[config.mk]
export PLATFORM = sky130hd
export DESIGN_NAME = fx_arith_unit
export DESIGN_NICKNAME = d
export VERILOG_FILES = /design/src/rtl/fx_arith_unit.sv
export SDC_FILE = /design/constraint.sdc
export NUM_CORES = 2
export LEC_CHECK = 0
export ABC_AREA = 1
export CORE_ASPECT_RATIO = 1.1
export CORE_MARGIN = 2
export CORE_UTILIZATION = 45
export DETAILED_ROUTE_END_ITERATION = 10
export GPL_TIMING_DRIVEN = 1
export PLACE_DENSITY_LB_ADDON = 0.2
export SYNTH_ARGS = -nofsm -noshare
export SYNTH_HDL_FRONTEND = slang
export SYNTH_SLANG_ARGS = --single-unit
[constraint.sdc]
create_clock -name clk -period 2 [get_ports clk]
set_input_delay 0.4 -clock clk [delete_from_list [all_inputs] [get_ports clk]]
set_output_delay 0.4 -clock clk [all_outputs]
set_load 0.01 [all_outputs]
[src/rtl/fx_arith_unit.sv]
// Pipelined signed fixed-point multiply (OP=0) or divide (OP=1) with valid/ready streaming.
// Define FX_SATURATE_EN to clip overflowing results; otherwise they wrap to the low WIDTH bits.
module fx_arith_unit #(
    parameter int WIDTH       = 32,
    parameter int QINT        = 15,
    parameter int QFRAC       = 16,
    parameter int OP          = 0,
    parameter int MUL_LATENCY = 3,
    parameter int DIV_LATENCY = 4
) (
    input  logic             clk,
    input  logic             rst_n,
    input  logic             valid_in,
    output logic             ready_out,
    input  logic [WIDTH-1:0] a,
    input  logic [WIDTH-1:0] b,
    output logic             valid_out,
    input  logic             ready_in,
    output logic [WIDTH-1:0] result,
    output logic             ovf
);

    localparam int L  = (OP == 0) ? MUL_LATENCY : DIV_LATENCY;
    localparam int W2 = 2 * WIDTH;
    localparam logic [WIDTH-1:0] MAX_V = {1'b0, {(WIDTH-1){1'b1}}};
    localparam logic [WIDTH-1:0] MIN_V = {1'b1, {(WIDTH-1){1'b0}}};

    if (WIDTH != 1 + QINT + QFRAC) begin : g_bad_format
        $error("fx_arith_unit: WIDTH must equal 1 + QINT + QFRAC");
    end
    if (L < 1) begin : g_bad_latency
        $error("fx_arith_unit: latency must be at least 1");
    end

    logic signed [W2-1:0] a_ext;
    logic signed [W2-1:0] b_ext;
    logic signed [W2-1:0] b_safe;
    logic signed [W2-1:0] wide;
    logic        [WIDTH:0] top_bits;
    logic                  fits;
    logic [WIDTH-1:0]      res_c;
    logic                  ovf_c;

    // Compute-then-delay: the whole operation is evaluated at 2*WIDTH precision
    // on entry, and the remaining stages only carry the finished result.
    always_comb begin
        a_ext  = {{WIDTH{a[WIDTH-1]}}, a};
        b_ext  = {{WIDTH{b[WIDTH-1]}}, b};
        b_safe = (b == '0) ? W2'(1) : b_ext;
        if (OP == 0) begin
            wide = (a_ext * b_ext) >>> QFRAC;
        end else begin
            wide = (a_ext <<< QFRAC) / b_safe;
        end
        top_bits = wide[W2-1:WIDTH-1];
        fits     = (&top_bits) || !(|top_bits);
        ovf_c    = !fits;
        res_c    = wide[WIDTH-1:0];
`ifdef FX_SATURATE_EN
        if (!fits) begin
            res_c = wide[W2-1] ? MIN_V : MAX_V;
        end
`endif
        // Division by zero clips by the numerator's sign in both builds.
        if (OP != 0 && b == '0) begin
            ovf_c = 1'b1;
            res_c = a[WIDTH-1] ? MIN_V : MAX_V;
        end
    end

    logic             adv;
    logic [L-1:0]     stage_vld;
    logic [L-1:0]     stage_ovf;
    logic [WIDTH-1:0] stage_dat [L];

    assign adv       = ready_in || !valid_out;
    assign ready_out = adv;

    // NOTE: the data stages are reset too, because result must read 0 after reset;
    // with no reset on them a stale in-flight value could reappear on the output.
    always_ff @(posedge clk or negedge rst_n) begin
        if (!rst_n) begin
            stage_vld <= '0;
            stage_ovf <= '0;
            for (int i = 0; i < L; i++) begin
                stage_dat[i] <= '0;
            end
        end else if (adv) begin
            stage_vld[0] <= valid_in;
            stage_ovf[0] <= valid_in && ovf_c;
            stage_dat[0] <= valid_in ? res_c : '0;
            for (int i = 1; i < L; i++) begin
                stage_vld[i] <= stage_vld[i-1];
                stage_ovf[i] <= stage_ovf[i-1];
                stage_dat[i] <= stage_dat[i-1];
            end
        end
    end

    assign valid_out = stage_vld[L-1];
    assign result    = stage_dat[L-1];
    assign ovf       = stage_ovf[L-1];

endmodule

# Word level (Yosys, flattened, before mapping)

Cells that the tools add are included.

Muxes and demuxes: 1
Bitwise logic cells: 0
Reduce and logical (&&, ||, !) cells: 8
Shift-type cells: 0
Equality and inequality tests: 0
Divide/modulo/power cells: 0
Multipliers: 1
Magnitude comparators: 0
Add/sub/neg operators: 0

Operators with widths:

| kind                                           | count |
|---|---|
| 32-bit by 32-bit multiplier with 64-bit output | 1 |
| 32-bit 2-to-1 mux                              | 1 |
| 17-bit AND reduction                           | 1 |
| 17-bit OR reduction                            | 1 |
| 1-bit logical NOT                              | 3 |
| 1-bit logical OR                               | 2 |
| 1-bit logical AND                              | 1 |

Bits in registers: 102
Memory bits (read-only): 0
Bits in latches: 0
Memories kept: 0
Logic and storage cells: 15
Output and inout bits: 35
Input bits: 68
RAM bits: 0

# Longest topological paths before layout

Depth in word-level cells: 6
Gate-level depth with buffers: 38
Depth with buffers taken out: 37

# Worst setup path before layout

No wires, ideal clock.

Path type: input-to-reg
From: in a[31]
To: reg stage_ovf[0]
Arrival time: 7.308 ns
Stages: 30
Buffers on the path: 1
Path slack: -5.426 ns
Required time: 1.882 ns
Library setup time: 0.118 ns
Cells stage by stage: clkbuf_1 > nand2_1 > inv_1 > fa_1 > inv_1 > fa_1 > inv_1 > fa_1 > fa_1 > inv_1 > fa_1 > fa_1 > fa_1 > fa_1 > inv_1 > ha_1 > a21oi_1 > o21ai_0 > a21oi_1 > nand2_1 > a21oi_1 > nand2_1 > nand2_1 > nand2_1 > nor2_1 > nand3_1 > nor2_1 > nand2_1 > nand3_1 > nand2_1

Word-level cells in the longest chain between the ends: 6
Elaborated cells between the ends (all ways): 7
Those cells by class: mul: 1; reduce/logical: 6

Ends and longest elaborated chain:

| item                                               | line | RTL |
|---|---|---|
| start, declared                                    | 15   | `input logic [WIDTH-1:0] a,` |
| 32-bit by 32-bit multiplier with 64-bit output (*) | 51   | `wide = (a_ext * b_ext) >>> QFRAC;` |
| 17-bit OR reduction                                | 56   | `fits = (&top_bits) \|\| !(\|top_bits);` |
| 1-bit logical NOT                                  | 56   |  |
| 1-bit logical OR (*)                               | 56   |  |
| 1-bit logical NOT (*)                              | 57   | `ovf_c = !fits;` |
| 1-bit logical AND (*)                              | 90   | `stage_ovf[0] <= valid_in && ovf_c;` |
| end signal, assigned                               | 90   |  |
| end signal, assigned by index                      | 94   | `stage_ovf[i] <= stage_ovf[i-1];` |
| end, declared                                      | 73   | `logic [L-1:0] stage_ovf;` |

Mark *: on every way between the ends. The rest lies on a longest branch, timed or not.
A chain may end at the register's enable or synchronous reset.

# Worst setup path after layout

Same ends and word-level chain as after synthesis.

==> results.md <==
* Outcome: complete, but fails checks
* Failing checks: hold timing, setup timing
* Clk slew on worst S/H paths at 0.07 ns
* First-pass GRT wire length at 217000 microns
* Tot GR Track Use at 29.6%
* Share of layout cells above drive strength 1 at 24.0%
* Critical path depth at 33
* CP peak stage delay at 0.64 ns
* CP delay by family, top: adder cells
* Setup violators final at 33
* DRT Pass-1 Iters at 6
* Vias in the first global route at 39000
* Nets at 7281
* Max Cap Viol at 0
* Post-synthesis mux area share at 0%
* Fmax at 0.142 GHz
* Sequential cell area at 2550 sq um
* Area occupied by multi-input gates at 35100 sq um
* Mapped Avg Cell Area at 7.85 sq um
* Worst hold margin at -0.000726 ns
* Area share of and/or/nand/nor cells after synthesis at 17.2%
* Initial Util at 45.2%
* Routability Congestion at 0.907
* Final ANT Viol Nets at 0
* Fill cell count at 8337
* Worst Path Max Fanout at 8
* Syn Inst Count at 5396
* Crit path DAT at 7.27 ns
* Post-synthesis net count at 6725
* Synth Area in Adders at 56.4%
* Avg Vias per Cell at 4.88
* Tcrit/Tclk final at 352%
* Tightest Pin Transition at 0.606 ns
* R2R Path Start: stage_vld[2]$_DFFE_PN0P_
* Largest net degree at the start of global routing at 83
* PortBufs at 102
* Gr ovfl total at 0
* Mapped Area at 42400 sq um
* Slowest cell on crit path: fa_2
* Die ar. at 96600 sq um
* Final wirelength at 136000 microns
* Post-Place Cells at 7006
* CP required at 2.23 ns
* Max-Slew Margin vs Limit at 59.6%
* RSZ-0062 raised after global routing: true
* Pins Over Slew Limit at 0
* Clock Tree Root: clkbuf_16
* Yosys reg bits at 102
* Die Span Y at 326 microns
* Hpwl dp at 103000 microns
* Yosys warns at 0
* Drc violations at 0
* CTS tree: built
* Critical Path Start Type: primary input
* Later-pin clock latency in the skew report at 0.34 ns
* Synth-to-layout area growth at 29.6%
* Hold buffers post-CTS at 0
* Critical path class: primary input to flip-flop
* Complex-gate fraction of the synthesized area at 2.78%
* Sink Count at 102
* Number of cell rows at 118
* Distinct cells, synth at 36
* Post-layout min period at 7.04 ns
* Reg2Reg Depth at 5
* Register area share after synthesis at 6.02%
* Die span in x at 297 microns
* Buffers & Inverters on Critical Path at 9
* Routed length per instance at 18.9 microns
* Initial antenna violation count at 4
* R2R Setup Slk at 0.54 ns
* Max H-tree Level at 3
* Bufs on Longest Clock Path at 2
* Post-Layout Cell Count at 7219
* Core area at 93800 sq um
* Clock Skews at 0.00717 ns
* Largest family of logic cells by synthesized area: adder cells
* Pre-CTS setup slack at -6.00 ns
* R2R Path End: stage_dat[39]$_DFFE_PN0P_
* Drt first-iter violations at 2323
* CTS Buf Count at 9
* Hold Fails Final Rpt at 1
* Xor-xnor portion of the synthesized cell area at 0.207%
* IO Count at 103
* Vias at 35300
* Class of the worst hold path: primary input to async pin
* Critical path capture point type: flip-flop
* Setup ws final at -5.04 ns
## cell usage after synthesis
| cell type | instances | area share (%) |
|---|---|---|
| a32o_1 | 5 | 0.12 |
| nand2_2 | 11 | 0.16 |
| fa_1 | 1081 | 51 |
| nand3b_4 | 1 | 0.047 |
| clkbuf_1 | 212 | 1.9 |
| and2_1 | 3 | 0.044 |
| nand4_1 | 5 | 0.074 |
| nor2_4 | 1 | 0.027 |
| and3_1 | 4 | 0.059 |
| nand3_2 | 2 | 0.047 |
| xor2_1 | 4 | 0.083 |
| xnor2_1 | 6 | 0.12 |
| inv_2 | 21 | 0.19 |
| ha_1 | 180 | 5.3 |
| o21bai_1 | 9 | 0.16 |
| or2_2 | 18 | 0.27 |
| nand3_1 | 50 | 0.59 |
| nor3_2 | 2 | 0.047 |
| o22ai_1 | 1 | 0.015 |
| nor2_2 | 17 | 0.25 |
| nand2_1 | 1616 | 14 |
| nor3_1 | 11 | 0.13 |
| nand3b_1 | 1 | 0.018 |
| a31o_2 | 1 | 0.021 |
| a31oi_1 | 1 | 0.015 |
| a21o_1 | 2 | 0.035 |
| nor2_1 | 128 | 1.1 |
| nor4_1 | 1 | 0.015 |
| inv_1 | 1664 | 15 |
| buf_4 | 32 | 0.57 |
| dfrtp_1 | 102 | 6.0 |
| clkinv_1 | 1 | 0.0088 |
| a21oi_2 | 2 | 0.041 |
| o21ai_1 | 2 | 0.024 |
| a21oi_1 | 91 | 1.1 |
| o21ai_0 | 108 | 1.3 |
## metrics by stage
step	TNS, ns	area (sq um)	util [%]
detailed placement	-181.53	49600	52.9
global placement	-180.78	49600	52.9
CTS	-149.65	53900	57.5
floorplan	-131.59	43600	-
finish	-149.77	54900	58.6
global route	-155.94	54900	58.6
## sequential cells by signal (all words and copies together), names as in the netlist
register,count
stage_dat,64
stage_ovf,3
result,32
stage_vld,3
## metal layers
metal | vias up | global-route usage (%) | share of wire, %
li1 | 16000 | - | -
met1 | 17700 | 36.1 | 38
met2 | 1177 | 52.1 | 50
met3 | 382 | 4.43 | 6.6
met4 | 2 | 12.1 | 5.7
met5 | - | 0 | 0.0096
## worst max path at each step
| stage | start | endpoint | slack [ns] |
|---|---|---|---|
| 6_report | a[31] | stage_ovf[0]$_DFFE_PN0P_ | -5.04 |
| 4_1_cts | a[31] | stage_ovf[0]$_DFFE_PN0P_ | -4.98 |
| 3_3_place_gp | a[31] | stage_ovf[0]$_DFFE_PN0P_ | -6.02 |
| 5_1_grt | a[8] | stage_ovf[0]$_DFFE_PN0P_ | -5.26 |
| 2_1_floorplan | b[7] | stage_ovf[0]$_DFFE_PN0P_ | -5.05 |
| 3_5_place_dp | a[31] | stage_ovf[0]$_DFFE_PN0P_ | -6.00 |
## layout by cell type, fill, tap and decap left out, types with 6 or more instances in the layout
| master | instances |
|---|---|
| nand3_2 | 9 |
| ha_4 | 55 |
| buf_12 | 121 |
| a21oi_1 | 36 |
| nand2_2 | 132 |
| o21ai_0 | 63 |
| o21ai_1 | 27 |
| fa_1 | 1004 |
| dfrtp_1 | 102 |
| xnor2_1 | 6 |
| buf_2 | 21 |
| a21oi_2 | 44 |
| nor2_2 | 42 |
| inv_4 | 10 |
| clkbuf_16 | 11 |
| buf_4 | 458 |
| ha_1 | 124 |
| nand3_1 | 41 |
| inv_1 | 1560 |
| nor2_4 | 42 |
| buf_8 | 16 |
| inv_2 | 111 |
| a21oi_4 | 13 |
| o21ai_2 | 19 |
| buf_16 | 16 |
| bufbuf_16 | 30 |
| clkdlybuf4s50_1 | 36 |
| fa_2 | 77 |
| nor2_1 | 62 |
| nand2_1 | 1431 |
| or2_2 | 13 |
| nor3_2 | 6 |
| nand2_4 | 64 |
| nor3_4 | 6 |
| buf_6 | 72 |
| dlygate4sd2_1 | 6 |
## logic make-up after synthesis
family                     Yosys count
and+or+nand+nor                   1871
DFF                                102
AOI/OAI and AO/OA                  222
adders and majority gates         1261
xor gates and xnor gates            10
buffers and inverters             1930
## area by class of cell
cell class / instances / area share, %
diodes: 2 / 0.00912
clock inverters: 7 / 0.173
well taps: 1260 / 2.87
inverters: 1686 / 11.6
repair buffers: 789 / 16.4
multi-input cells: 3364 / 63.9
flip-flops and latches: 102 / 4.65
clock buffers: 9 / 0.410
## worst register-to-register path, delay by kind of cell (launching register included)
kind	cells	cell delay, ns
AO/OA/AOI/OAI	1	0.23
buffers and inverters	3	0.65
flip-flops	1	0.39
AND/OR/NAND/NOR	1	0.04
## what timing repair did
item / 4_1_cts / 5_1_grt
resized for setup: 741 / 291
setup endpoints to repair: 33 / 34
endpoints found under the hold margin: 0 / 0
gates cloned: 48 / 2
pin swaps: 330 / 178
setup buffers: 120 / 30
Power is left out: the tool's default activity adds up to more than one toggle a clock period on the data nets, which glitch-free logic cannot reach.
